`config.mk`:
```
export PLATFORM = sky130hd
export DESIGN_NAME = synch_fifo_prog
export DESIGN_NICKNAME = d
export VERILOG_FILES = /design/src/rtl/fifo_pkg.sv /design/src/rtl/synch_fifo_mem.sv /design/src/rtl/synch_fifo_prog.sv
export SDC_FILE = /design/constraint.sdc
export NUM_CORES = 1
export LEC_CHECK = 0
export CAP_MARGIN = 40
export CORE_MARGIN = 10
export CORE_UTILIZATION = 23
export DETAILED_ROUTE_END_ITERATION = 10
export PLACE_DENSITY = 0.43
export SYNTH_ARGS = -nofsm -noshare
export SYNTH_HDL_FRONTEND = slang
export SYNTH_SLANG_ARGS = --single-unit
```
`constraint.sdc`:
```
create_clock -name clk -period 10.2 [get_ports clk]
set_clock_uncertainty 0.15 [all_clocks]
set_input_delay 1.02 -clock clk [delete_from_list [all_inputs] [get_ports clk]]
set_output_delay 1.02 -clock clk [all_outputs]
set_load 0.05 [all_outputs]
```
`src/rtl/fifo_pkg.sv`:
```
// Shared constants and helpers for the synchronous FIFO family.
// Read-mode encodings, default geometry and a clog2 variant that never returns 0.
package fifo_pkg;

  localparam int FIFO_MODE_STD  = 0;
  localparam int FIFO_MODE_FWFT = 1;

  localparam int FIFO_DEF_WIDTH = 32;
  localparam int FIFO_DEF_DEPTH = 16;

  // Bits needed to index 'value' entries; at least 1 so a 1-bit pointer still exists.
  function automatic int clog2_min1(input int value);
    int r;
    r = 0;
    for (int i = 0; i < 31; i++) begin
      if ((32'sd1 <<< i) < value) r = i + 1;
    end
    if (r < 1) r = 1;
    return r;
  endfunction

endpackage

```
`src/rtl/synch_fifo_mem.sv`:
```
// DEPTH x WIDTH storage for synch_fifo_prog: synchronous write port, asynchronous read port.
// Contents are never reset.
module synch_fifo_mem
  import fifo_pkg::*;
#(
  parameter int WIDTH = FIFO_DEF_WIDTH,
  parameter int DEPTH = FIFO_DEF_DEPTH,
  parameter int PTR_W = clog2_min1(FIFO_DEF_DEPTH)
) (
  input  logic             clk,
  input  logic             wr_en,
  input  logic [PTR_W-1:0] wr_addr,
  input  logic [WIDTH-1:0] wr_data,
  input  logic [PTR_W-1:0] rd_addr,
  output logic [WIDTH-1:0] rd_data
);

  logic [WIDTH-1:0] mem [DEPTH];

  always_ff @(posedge clk) begin
    if (wr_en) mem[wr_addr] <= wr_data;
  end

  assign rd_data = mem[rd_addr];

endmodule

```
`src/rtl/synch_fifo_prog.sv`:
```
// Parametrised single-clock FIFO: arbitrary depth, programmable almost flags,
// standard or first-word-fall-through read, sticky error flags and synchronous flush.
module synch_fifo_prog
  import fifo_pkg::*;
#(
  parameter int WIDTH     = FIFO_DEF_WIDTH,
  parameter int DEPTH     = FIFO_DEF_DEPTH,
  parameter int FWFT      = FIFO_MODE_STD,
  parameter int AFULL_TH  = 12,
  parameter int AEMPTY_TH = 2,
  localparam int PTR_W    = clog2_min1(DEPTH)
) (
  input  logic             clk,
  input  logic             rst_n,
  input  logic             flush,
  input  logic             clr_err,
  input  logic             wr_en,
  input  logic [WIDTH-1:0] wr_data,
  input  logic             rd_en,
  output logic [WIDTH-1:0] rd_data,
  output logic             rd_valid,
  output logic             full,
  output logic             empty,
  output logic             almost_full,
  output logic             almost_empty,
  output logic [PTR_W:0]   data_avail,
  output logic [PTR_W:0]   room_avail,
  output logic             overflow,
  output logic             underflow
);

  if (DEPTH < 2 || AFULL_TH < 1 || AFULL_TH > DEPTH ||
      AEMPTY_TH < 0 || AEMPTY_TH > DEPTH - 1 ||
      (FWFT != FIFO_MODE_STD && FWFT != FIFO_MODE_FWFT)) begin : g_bad_param
    $error("synch_fifo_prog: illegal DEPTH/FWFT/AFULL_TH/AEMPTY_TH combination");
  end

  localparam logic [PTR_W:0]   DEPTH_C  = (PTR_W + 1)'(DEPTH);
  localparam logic [PTR_W:0]   AFULL_C  = (PTR_W + 1)'(AFULL_TH);
  localparam logic [PTR_W:0]   AEMPTY_C = (PTR_W + 1)'(AEMPTY_TH);
  localparam logic [PTR_W-1:0] LAST_PTR = PTR_W'(DEPTH - 1);

  logic [PTR_W-1:0] wr_ptr_reg, wr_ptr_next;
  logic [PTR_W-1:0] rd_ptr_reg, rd_ptr_next;
  logic [PTR_W:0]   count_reg, count_next;
  logic             overflow_reg, overflow_next;
  logic             underflow_reg, underflow_next;
  logic             wr_acc, rd_acc;
  logic [WIDTH-1:0] mem_rd_data;

  assign full         = (count_reg == DEPTH_C);
  assign empty        = (count_reg == '0);
  assign almost_full  = (count_reg >= AFULL_C);
  assign almost_empty = (count_reg <= AEMPTY_C);
  assign data_avail   = count_reg;
  assign room_avail   = DEPTH_C - count_reg;
  assign overflow     = overflow_reg;
  assign underflow    = underflow_reg;

  // Flush swallows both requests so nothing moves and no error is latched that cycle.
  assign wr_acc = wr_en & ~full & ~flush;
  assign rd_acc = rd_en & ~empty & ~flush;

  always_comb begin
    wr_ptr_next    = wr_ptr_reg;
    rd_ptr_next    = rd_ptr_reg;
    count_next     = count_reg;
    overflow_next  = overflow_reg;
    underflow_next = underflow_reg;
    if (flush) begin
      wr_ptr_next = '0;
      rd_ptr_next = '0;
      count_next  = '0;
    end else begin
      if (wr_acc) wr_ptr_next = (wr_ptr_reg == LAST_PTR) ? '0 : wr_ptr_reg + PTR_W'(1);
      if (rd_acc) rd_ptr_next = (rd_ptr_reg == LAST_PTR) ? '0 : rd_ptr_reg + PTR_W'(1);
      case ({wr_acc, rd_acc})
        2'b10:   count_next = count_reg + (PTR_W + 1)'(1);
        2'b01:   count_next = count_reg - (PTR_W + 1)'(1);
        default: count_next = count_reg;
      endcase
      // Clear first so a same-cycle error re-sets the flag.
      if (clr_err) begin
        overflow_next  = 1'b0;
        underflow_next = 1'b0;
      end
      if (wr_en & full)  overflow_next  = 1'b1;
      if (rd_en & empty) underflow_next = 1'b1;
    end
  end

  always_ff @(posedge clk or negedge rst_n) begin
    if (!rst_n) begin
      wr_ptr_reg    <= '0;
      rd_ptr_reg    <= '0;
      count_reg     <= '0;
      overflow_reg  <= 1'b0;
      underflow_reg <= 1'b0;
    end else begin
      wr_ptr_reg    <= wr_ptr_next;
      rd_ptr_reg    <= rd_ptr_next;
      count_reg     <= count_next;
      overflow_reg  <= overflow_next;
      underflow_reg <= underflow_next;
    end
  end

  synch_fifo_mem #(
    .WIDTH (WIDTH),
    .DEPTH (DEPTH),
    .PTR_W (PTR_W)
  ) u_mem (
    .clk     (clk),
    .wr_en   (wr_acc),
    .wr_addr (wr_ptr_reg),
    .wr_data (wr_data),
    .rd_addr (rd_ptr_reg),
    .rd_data (mem_rd_data)
  );

  if (FWFT == FIFO_MODE_STD) begin : g_std_read
    logic [WIDTH-1:0] rd_data_reg;
    logic             rd_valid_reg;

    always_ff @(posedge clk or negedge rst_n) begin
      if (!rst_n) begin
        rd_data_reg  <= '0;
        rd_valid_reg <= 1'b0;
      end else begin
        rd_valid_reg <= rd_acc;
        if (rd_acc) rd_data_reg <= mem_rd_data;
      end
    end

    assign rd_data  = rd_data_reg;
    assign rd_valid = rd_valid_reg;
  end else begin : g_fwft_read
    // Head of queue is always presented; rd_en only acknowledges it.
    assign rd_data  = mem_rd_data;
    assign rd_valid = ~empty;
  end

endmodule

```
==> results of run 1 <==
[worst reg2reg max path, cell delays in order (launching register included)]
cell and delay (ns):
dfrtp_1 0.52, inv_1 0.12, ha_1 0.22, nor3b_1 0.16
ha_1 0.24, nand2b_1 0.33, nor2_1 0.35, nand2_1 0.31
nor3_2 0.55, buf_6 0.22, buf_4 0.41
[logic make-up after synthesis]
| kind of cell | Yosys count | synth area share, % |
|---|---|---|
| buffers and inverters | 66 | 1.65 |
| adder cells (fa/ha/maj) | 9 | 0.521 |
| flip-flops | 560 | 76.6 |
| multiplexers | 193 | 16.9 |
| AND/OR/NAND/NOR | 73 | 1.61 |
| XOR/XNOR | 6 | 0.243 |
| AO/OA/AOI/OAI | 83 | 2.44 |
[cell usage in the layout (no fill, tap or decap), drive strengths merged, types with 4 or more instances in the layout]
master / instances
a21oi: 8
a22oi: 31
buf: 32
bufinv: 5
clkbuf: 97
clkdlybuf4s50: 85
clkinv: 16
dfrtp: 48
edfxtp: 512
ha: 9
inv: 12
mux2: 32
mux2i: 34
mux4: 127
nand2: 19
nand2b: 4
nor2: 21
nor3: 12
nor4: 4
o21ai: 35
or3: 4
xnor2: 4
[report_power, final]
| part | total, µW | switching (µW) | leakage [µW] | internal, µW |
|---|---|---|---|---|
| Combinational | 1480 | 858 | 0.00182 | 624 |
| Sequential | 2710 | 105 | 0.00522 | 2610 |
| Clock | 2370 | 932 | 0.00107 | 1430 |
[metal layers]
metal  up-vias  global-route usage [%]  part of all wire (%)
met2       186                    16.9                    49
met1      5503                    13.3                    45
met5         -                       0                 0.027
li1       4394                       -                     -
met3        91                    2.17                   3.7
met4         4                    2.86                   2.1
[per-stage QoR]
stage	setup slack, ns	cell area [µm²]	cells	total power (µW)
after floorplan	4.91	21600	990	3790
after global placement	5.76	24000	2296	4260
after detailed placement	5.88	24200	2304	4290
after CTS	6.13	26400	2425	6680
after global routing	5.96	26400	2425	6850
final	6.20	26400	2425	6560
[cell type report]
type / instances / area share [%]
tap: 1254 / 5.94
clock inverter: 24 / 1.06
timing repair buffer: 117 / 4.56
clock buffer: 97 / 7.24
inverter: 9 / 0.128
sequential: 560 / 62.8
multi-input combinational: 364 / 18.2
[cells in the mapped netlist (all sizes together) (12+ instances only)]
cell type  instances
nand2             19
edfxtp           512
dfrtp             48
buf               34
a22oi             31
clkbuf            23
mux4             127
mux2i             34
o21ai             35
nor2              21
mux2              32
nor3              12
[final timing paths]
| check | from | endpoint | slack (ns) |
|---|---|---|---|
| setup / recovery | data_avail[1] | room_avail[4] | 6.20 |
| hold / removal | rst_n | data_avail[0] | 0.21 |
| setup reg to reg | data_avail[1] | u_mem.mem[3][29] | 6.24 |
| hold reg to reg | underflow | underflow | 0.36 |
| max in group asynchronous | rst_n | rd_data[6] | 9.08 |
| min in group clk | underflow | underflow | 0.36 |
==> impl_metrics.ini, run 1 <==
[run_status]
status = finished, final reports clean

[sta]
worst_pin_slew_ns = 0.848
min_period_ns = 4.00
rsz0062_at_grt = false
setup_viol = 0
hold_violations = 0
period_share_pct = 39.2
setup_tns_ns = 0
max_slew_margin_pct = 43.5
holdWs_ns = 0.214
max_freq_ghz = 0.250
slew_violations = 0

[drt]
ant_nets = 0
dr.pass1.iters = 4
num_vias = 10178
vias_per_cell = 4.20
remaining_drc_errors = 0
wl_per_cell_um = 22.6
drt-total-wl_um = 54800
first_iter_violations = 659

[finish]
regArea_um2 = 16600
fillers = 9282
fin_util_pct = 28.3
final_nets = 1165
multi_input_area_um2 = 4810
largest_register_ffs = 512
antenna_cells = 0
syn_to_final_growth_pct = 22.0
drive_gt1_share_pct = 24.1

[critical_path]
cp_num_buf_inv = 3
cp_slowest_cell = clkdlybuf4s50_1
cp.arrival_ns = 2.83
start_kind = flip-flop
crit_path_cell_trace = inv_1 -> ha_1 -> nor3b_1 -> ha_1 -> inv_1 -> clkdlybuf4s50_1
rr_worst_depth = 10
crit_cells = 6
path_delay_family = buffers and inverters
critPathMaxFanout = 9
crit_path_end_kind = output port
slowest_delay_ns = 0.79
path_class = reg2out
crit_required_ns = 9.03

[clocking]
cts_root_buf = clkbuf_16
cts-hold-fix-buffers = 0
post_cts_buffers = 0
cts_buffer_depth = 3
path_clk_slew_ns = 0.06
h-tree-depth = 3
cts_buffers = 66
cts_sinks = 560
cts_resized = 0
clkLatencyLatePin_ns = 0.60
cts_tree = yes

[synth]
syn-cell-area_um2 = 21600
synth_edf_count = 512
synth_cells = 990
synth_area_leaders = edfxtp_1 71%, mux4_2 11%, dfrtp_1 5.6%
ys_warn_count = 0
syn_area_per_cell_um2 = 21.8
ys_seq_elements = 560
netlist.area_leader.share_pct = 71.1
ys.flop_type = edfxtp_1
async_flop_share_pct = 8.57
ys_seq_area_share_pct = 76.6
synth.distinct_cells = 41
synth_top_area_cell = edfxtp_1
synth_nets = 1037

[floorplan]
ios = 87
die_w_um = 327
rows = 112
fp.coreArea_um2 = 93300
start_util_pct = 23.2
die_h_um = 327
die_area_um2 = 107000

[placement]
gp_congestion = 0.685
portBuffers = 86
dp_hpwl_um = 29100

[min_path]
hold_path_class = in2async

[global_route]
overflow = 0
grt_pass1_vias = 11132
grt_usage_pct = 10.2
grt_max_degree = 96
grt_pass1_wl_um = 80600
grt_antenna_before_repair = 2

[pwr]
power_density_nw_per_um2 = 249
p_leak_uw = 0.00812
ir_drop_uv = 124

[flow_run]
cap_violations = 0
Power figures use the tool's default switching activity.
==> run 2: changes to the inputs <==
- clock period: 10.2 -> 4.2 ns (I/O delays scaled with it)
==> run 2 against run 1 <==
Worst setup slack worse by 5.5 ns; critical path depth up 3; global-route usage decreased by 0.65 points; first-iteration DRC count down 9.9%; clock-buffer cell count fell by 8; wire length decreased by 6.2%; worst hold slack worse by 0.074 ns; register-to-register slack got worse by 5.5 ns; via count fell by 1.6%; non-clock buffer count increased by 1; die area stayed put; critical path type is now reg2reg; critical endpoint is now u_mem.mem[14][30].
==> impl_metrics.ini, run 2 (synthesis results as in run 1) <==
[sta]
setup_tns_ns = 0
rsz0062_at_grt = false
worst_pin_slew_ns = 0.747
period_share_pct = 83.4
max_freq_ghz = 0.285
hold_violations = 0
max_slew_margin_pct = 50.2
layout_setup_ws_ns = 0.696
slew_violations = 0
min_period_ns = 3.50
setup_viol = 0

[clocking]
cts_sinks = 560
cts_tree = yes
cts_root_buf = clkbuf_16
clkLatencyLatePin_ns = 0.61
path_clk_slew_ns = 0.06
post_cts_buffers = 0
cts-hold-fix-buffers = 1
cts_buffers = 60
cts_resized = 0
cts_buffer_depth = 3
h-tree-depth = 2

[critical_path]
cp_slowest_cell = nor2_4
crit_required_ns = 4.34
path_class = reg2reg
crit_path_cell_trace = inv_1 -> ha_1 -> nor3b_1 -> ha_1 -> nand2b_1 -> nor2_1 -> nand2_1 -> nor2_4 -> buf_4
path_common_cell = ha_1
critPathMaxFanout = 12
crit_path_end_kind = flip-flop
slowest_delay_ns = 0.56
cp.arrival_ns = 3.64
timing.rr.start = data_avail[1]
start_kind = flip-flop
crit_start = data_avail[1]

[pwr]
p_comb_share_pct = 22.6
p_total_uw = 15500
p_switching_uw = 4460
seq_power_share_pct = 43.0
p_int_uw = 11000
power_density_nw_per_um2 = 590
swShare_pct = 28.8
p_leak_uw = 0.00802
ir_drop_uv = 360
clockPowerShare_pct = 34.4

[floorplan]
fp.coreArea_um2 = 93300
die_area_um2 = 107000
ios = 87
die_w_um = 327
rows = 112
start_util_pct = 23.2
die_h_um = 327

[global_route]
grt_antenna_before_repair = 2
grt_max_degree = 48
overflow = 0
grt_usage_pct = 9.54
grt_pass1_wl_um = 76700
grt_pass1_vias = 11053

[finish]
finalNonFillerCells = 2419
syn_to_final_growth_pct = 21.4
final_area_um2 = 26300
drive_gt1_share_pct = 24.0
final_common_cell = edfxtp_1
final_nets = 1160
fillers = 9278
layout_common_cells = 512 x edfxtp_1, 102 x mux4_2, 85 x clkdlybuf4s50_1
antenna_cells = 0
largest_register_ffs = 512

[drt]
vias_per_cell = 4.14
num_vias = 10017
wl_per_cell_um = 21.3
ant_nets = 0
first_iter_violations = 594
dr.pass1.iters = 5
drt-total-wl_um = 51400
remaining_drc_errors = 0

[placement]
dp_cells = 2304
dp_hpwl_um = 29400
placed_cell_area_um2 = 24200
dp_slack_ns = 0.625
gp_congestion = 0.698
portBuffers = 86

[run_status]
status = finished, final reports clean

[flow_run]
cap_violations = 0

[min_path]
hold_path_class = in2async
run 2: cell count changes in the layout (fill, tap and decap cells not counted), moves of 2 or more:
cell and change:
inv_16 -2, nor3_4 +4, clkinv_1 -3, buf_16 -4
nor3_2 -4, clkbuf_1 -2, clkinv_2 +5, buf_6 -2
buf_12 +7, clkbuf_16 -6
run 2: through the flow:
step / util, % / hold WS [ns]
2_1_floorplan: - / -0.0256
4_1_cts: 28.1 / 0.0976
5_1_grt: 28.1 / 0.129
6_report: 28.1 / 0.140
3_3_place_gp: 25.9 / 0.349
3_5_place_dp: 26.0 / 0.207
run 2: worst max-delay path: cells and delay by family (launching register included):
| family | cells | cell delay, ns |
|---|---|---|
| fa+ha+maj | 2 | 0.46 |
| buf+inv | 2 | 0.46 |
| flops | 1 | 0.50 |
| simple gates | 5 | 1.61 |
run 2: power groups by stage:
stage / clock network (µW) / registers, µW / logic, µW
2_1_floorplan: 0 / 7140 / 2060
3_3_place_gp: 0 / 6800 / 3580
4_1_cts: 5500 / 6690 / 3590
5_1_grt: 5710 / 6710 / 3770
6_report: 5320 / 6670 / 3500
3_5_place_dp: 0 / 6800 / 3580
run 2: final cells by class:
class | count | area, µm² | area share [%]
multi-input combinational | 364 | 4840 | 18.4
inverter | 9 | 33.8 | 0.129
sequential | 560 | 16600 | 63.2
timing repair buffer | 118 | 1210 | 4.62
clock buffer | 89 | 1750 | 6.68
clock inverter | 25 | 264 | 1.01
tap | 1254 | 1570 | 5.98
run 2: worst paths after layout:
kind	endpoint	slack, ns	depth (start not counted)
setup / recovery	u_mem.mem[14][30]	0.70	9
hold / removal	rd_data[21]	0.14	2
setup reg to reg	u_mem.mem[14][30]	0.70	9
hold reg to reg	underflow	0.35	1
max in group asynchronous	rd_data[0]	3.20	3
min in group clk	overflow	0.32	3
run 2: layer usage:
layer  wire (µm)  GRT usage (%)
met3        2390           2.25
met1       23300           12.5
met4        1060           2.47
met5          27              0
met2       24700           15.7
==> run 3: changes to the inputs <==
- clock period: 4.2 -> 3.4 ns (I/O delays scaled with it)
==> run 3 against run 2 <==
Via count is 2.2% higher; non-clock buffer count grew 12; wire length increased by 5.9%; clock power grew 30%; core utilization rose by 0.42 points; critical path depth decreased by 4; global-route usage grew 0.56 points; die area is the same; worst hold slack worse by 0.069 ns; combinational power up 28%; first-iteration DRC count rose by 25%; critical path type is now reg2out; largest power group unchanged; highest routed layer unchanged.
==> impl_metrics.ini, run 3 (synthesis results as in run 1) <==
[run_status]
status = finished, final reports clean

[critical_path]
slowest_delay_ns = 0.82
start_kind = flip-flop
crit_start = data_avail[1]
path_common_cell = ha_2
crit_path_end_kind = output port
crit_required_ns = 2.91
rrSetupSlack_ns = 0.33
critPathMaxFanout = 9
cp_slowest_cell = clkdlybuf4s50_1
path_class = reg2out
cp.arrival_ns = 2.77
crit_path_cell_trace = inv_1 -> ha_2 -> nor3b_1 -> ha_2 -> clkdlybuf4s50_1
timing.rr.start = data_avail[1]
rr_worst_depth = 12
endpoint = empty
reg2reg_to = data_avail[4]

[global_route]
use_met2_pct = 16.2
overflow = 0
grt_antenna_before_repair = 3
grt_max_degree = 44
grt_pass1_vias = 10920
grt_pass1_wl_um = 79400
busiest_layer = met2
use_met3_pct = 1.99
grt_usage_pct = 10.1
gr-usage-met1_pct = 13.7

[sta]
slew_violations = 0
layout_setup_ws_ns = 0.139
max_freq_ghz = 0.307
setup_viol = 0
rsz0062_at_grt = false
min_period_ns = 3.26
setup_tns_ns = 0
max_slew_margin_pct = 47.6
holdWs_ns = 0.0714
period_share_pct = 95.9
worst_pin_slew_ns = 0.786
hold_violations = 0

[pwr]
power_density_nw_per_um2 = 734
swShare_pct = 28.7
p_leak_uw = 0.00819
p_int_uw = 14000
seq_power_share_pct = 41.8
p_switching_uw = 5610
clockPowerShare_pct = 35.3
ir_drop_uv = 262
p_comb_share_pct = 22.9

[clocking]
cts_root_buf = clkbuf_16
cts_sinks = 560
h-tree-depth = 3
path_clk_slew_ns = 0.06
cts_buffers = 66
cts_buffer_depth = 3
cts_tree = yes
clkLatencyLatePin_ns = 0.59

[drt]
dr.pass1.iters = 5
remaining_drc_errors = 0
num_vias = 10239
ant_nets = 0
first_iter_violations = 741
drt-total-wl_um = 54500
wl_per_cell_um = 22.4
vias_per_cell = 4.20

[finish]
syn_to_final_growth_pct = 23.2
final_common_cell = edfxtp_1
final_nets = 1178
antenna_cells = 0
fillers = 9252
fin_util_pct = 28.6
layout_common_cells = 512 x edfxtp_1, 102 x mux4_2, 84 x clkdlybuf4s50_1
drive_gt1_share_pct = 25.5
finalNonFillerCells = 2436
largest_register_ffs = 512

[min_path]
hold_path_class = in2async

[placement]
gp_congestion = 0.697
portBuffers = 86
dp_cells = 2316
dp_hpwl_um = 29900
dp_slack_ns = 0.352

[flow_run]
cap_violations = 0

[floorplan]
die_area_um2 = 107000
fp.coreArea_um2 = 93300
rows = 112
die_h_um = 327
start_util_pct = 23.2
die_w_um = 327
ios = 87
## run 3: cell count changes in the layout (fill, tap and decap cells not counted), sizes merged
cell / previous run / this run
buf: 32 / 44
bufinv: 5 / 4
clkbuf: 89 / 99
clkdlybuf4s50: 85 / 84
clkinv: 18 / 13
clkinvlp: 1 / 2
dlygate4sd2: 0 / 1
## run 3: worst max-delay path, delay by kind of cell (launching register included)
kind / cells / cell delay [ns]
buffers and inverters: 2 / 0.93
adder cells (fa/ha/maj): 2 / 0.48
flip-flops: 1 / 0.46
AND/OR/NAND/NOR: 1 / 0.31
## run 3: final cells by class
class	count	area, µm²	share of cell area [%]
Clock inverter	20	208	0.779
Inverter	9	33.8	0.127
Multi-Input combinational cell	364	4890	18.4
Tap cell	1254	1570	5.89
Timing Repair Buffer	130	1440	5.39
Clock buffer	99	1920	7.21
Sequential cell	560	16600	62.3
## run 3: per-stage QoR
stage	total power (µW)	cell area, µm²
4_1_cts	19900	26600
3_3_place_gp	12900	24500
2_1_floorplan	11400	21800
6_report	19600	26600
3_5_place_dp	12900	24500
5_1_grt	20400	26600
## run 3: how the worst min path moves through the flow
stage,from,end,cells after the start
5_1_grt,rst_n,rd_data[15],2
2_1_floorplan,rst_n,data_avail[0],0
4_1_cts,rst_n,rd_data[15],2
3_3_place_gp,overflow,overflow,1
6_report,rst_n,rd_data[15],2
3_5_place_dp,rst_n,rd_data[21],1
## run 3: repair_timing
action | CTS | global route
hold buffers | 1 | 0
setup endpoints to repair | 1 | 0
endpoints found under the hold margin | 48 | 0
setup buffers | 0 | 0
resized for setup | 1 | 0
## run 3: routing by layer
metal / wire length [µm] / vias to the layer above
met3: 2160 / 72
met5: 8 / -
met2: 26300 / 210
met1: 25000 / 5530
li1: - / 4425
met4: 950 / 2
## run 3: power by group through the flow
| stage | Combinational, µW | Clock, µW | Sequential (µW) |
|---|---|---|---|
| 2_1_floorplan | 2600 | 0 | 8830 |
| 3_3_place_gp | 4580 | 0 | 8330 |
| 3_5_place_dp | 4590 | 0 | 8330 |
| 4_1_cts | 4600 | 7120 | 8190 |
| 5_1_grt | 4800 | 7430 | 8210 |
| 6_report | 4480 | 6900 | 8180 |
==> edit (flow settings as in run 3) <==
The package constant `FIFO_DEF_DEPTH` goes from 16 to 32.
--- a/src/rtl/fifo_pkg.sv
+++ b/src/rtl/fifo_pkg.sv
@@ -6,7 +6,7 @@
   localparam int FIFO_MODE_FWFT = 1;
 
   localparam int FIFO_DEF_WIDTH = 32;
-  localparam int FIFO_DEF_DEPTH = 16;
+  localparam int FIFO_DEF_DEPTH = 32;
 
   // Bits needed to index 'value' entries; at least 1 so a 1-bit pointer still exists.
   function automatic int clog2_min1(input int value);
Ports: changed (resized data_avail and room_avail); port bits go from 87 to 89. The function was not compared with the original's and may differ.
==> edit against run 3 <==
- sequential share of layout area grew 1.4 points
- routed wire length grew 120%
- synthesized area grew 89%
- sequential cell count grew 515
- worst setup slack gained 70 ps
- global-route usage grew 1.7 points
- power grew 75%
- largest power group unchanged
- cell count grew 90%
- first-iteration DRC count grew 130%
- final area grew 89%
- synthesized cell count grew 92%
- largest cell class unchanged
==> edit: results (changes against run 3) <==
layout clock buffer count: 160 (was 99)
synth unique cells: 48 (was 41)
synthesized instance count: 1,903 (was 990)
measured slew at the worst slew-check pin: 782.7 ps (was 785.9 ps)
Synth Area in Compound Gates: 3.968% (was 2.435%)
Final HPWL DP: 72,940 um (was 29,950 um)
WL final: 117,400 um (was 54,460 um)
fraction of area in multi-input gates: 17.36% (was 18.36%)
clock share of power: 36.4% (was 35.3%)
Pwr Total: 34,150 uW (was 19,560 uW)
VDD IR-drop max: 0.0003874 V (was 0.0002624 V)
syn_nets: 1,950 (was 1,037)
flop2flop setup slack: 480 ps (was 330 ps)
FFs w/ async S/R, synth: 4.744% (was 8.571%)
Synth Area in Adders: 0.2749% (was 0.5206%)
outcome: finished clean (unchanged)
Placement Cell Area: 46,510 um2 (was 24,510 um2)
total track usage: 11.75% (was 10.10%)
ClkCell Share: 7.484% (was 7.991%)
Post-synth EDFFs: 1,024 (was 512)
# clock sinks: 1,075 (was 560)
Inverters: 6 (was 9)
first-pass GRT wire length: 166,900 um (was 79,380 um)
mux share of post-synthesis cell area: 14.04% (was 16.90%)
Non-CTS buffers: 284 (was 130)
largest net degree at the start of global routing: 52 (was 44)
GP Congestion: 0.7468 (was 0.6966)
Clock Latency Late Sink: 730 ps (was 590 ps)
number of DRC markers in iteration 0: 1,712 (was 741)
worst hold path class: in -> reg (was in -> async)
Data buffer area share: 5.596% (was 5.385%)
placed cells: 4,409 (was 2,316)
Min Hold Slack: 47.63 ps (was 71.41 ps)
Power Density: 678.8 nW/um2 (was 733.9 nW/um2)
clock buffer count from CTS: 116 (was 66)
share of cells above drive strength 1: 27.93% (was 25.55%)
Critical Path Sink: full (was empty)
Routed WL per cell: 25.36 um (was 22.35 um)
most area-consuming cells after synthesis: edfxtp_1 (75%), mux4_2 (12%), dfrtp_1 (3.1%) (was edfxtp_1 (71%), mux4_2 (11%), dfrtp_1 (5.6%))
nets@finish: 2,237 (was 1,178)
Seq/Total Area, Yosys: 78.18% (was 76.64%)
-- edit: cell count changes in the layout (fill, tap and decap cells not counted), moves of 29 or more --
cell       change
a22oi_1       +66
and3_1        +35
nor2_1        +40
mux2i_1       +32
o21ai_0       +32
a221oi_1      +32
a311oi_1      +29
buf_4        +132
o21ai_1       -31
clkbuf_16     +46
mux4_2       +122
mux2_2        -29
edfxtp_1     +512
-- edit: worst register-to-register path, delay by kind of cell (launching register included) --
family | cells | cell delay [ps]
adder cells (fa/ha/maj) | 1 | 210
flip-flops | 1 | 440
AND/OR/NAND/NOR | 5 | 1000
buffers and inverters | 4 | 760
-- edit: what timing repair did --
item / CTS / global route
hold endpoints to repair: 51 / 0
endpoints found under the setup margin: 3 / 4
resized for setup: 3 / 6
hold buffers: 3 / 0
gates cloned: 0 / 0
-- edit: per-layer routing --
layer	vias to the layer above	part of all wire (%)	GRT usage, %
met1	10980	42	14.81
met4	2	2.4	3.367
met5	-	0.0094	0
met3	141	4.3	1.926
li1	8647	-	-
met2	458	52	20.69
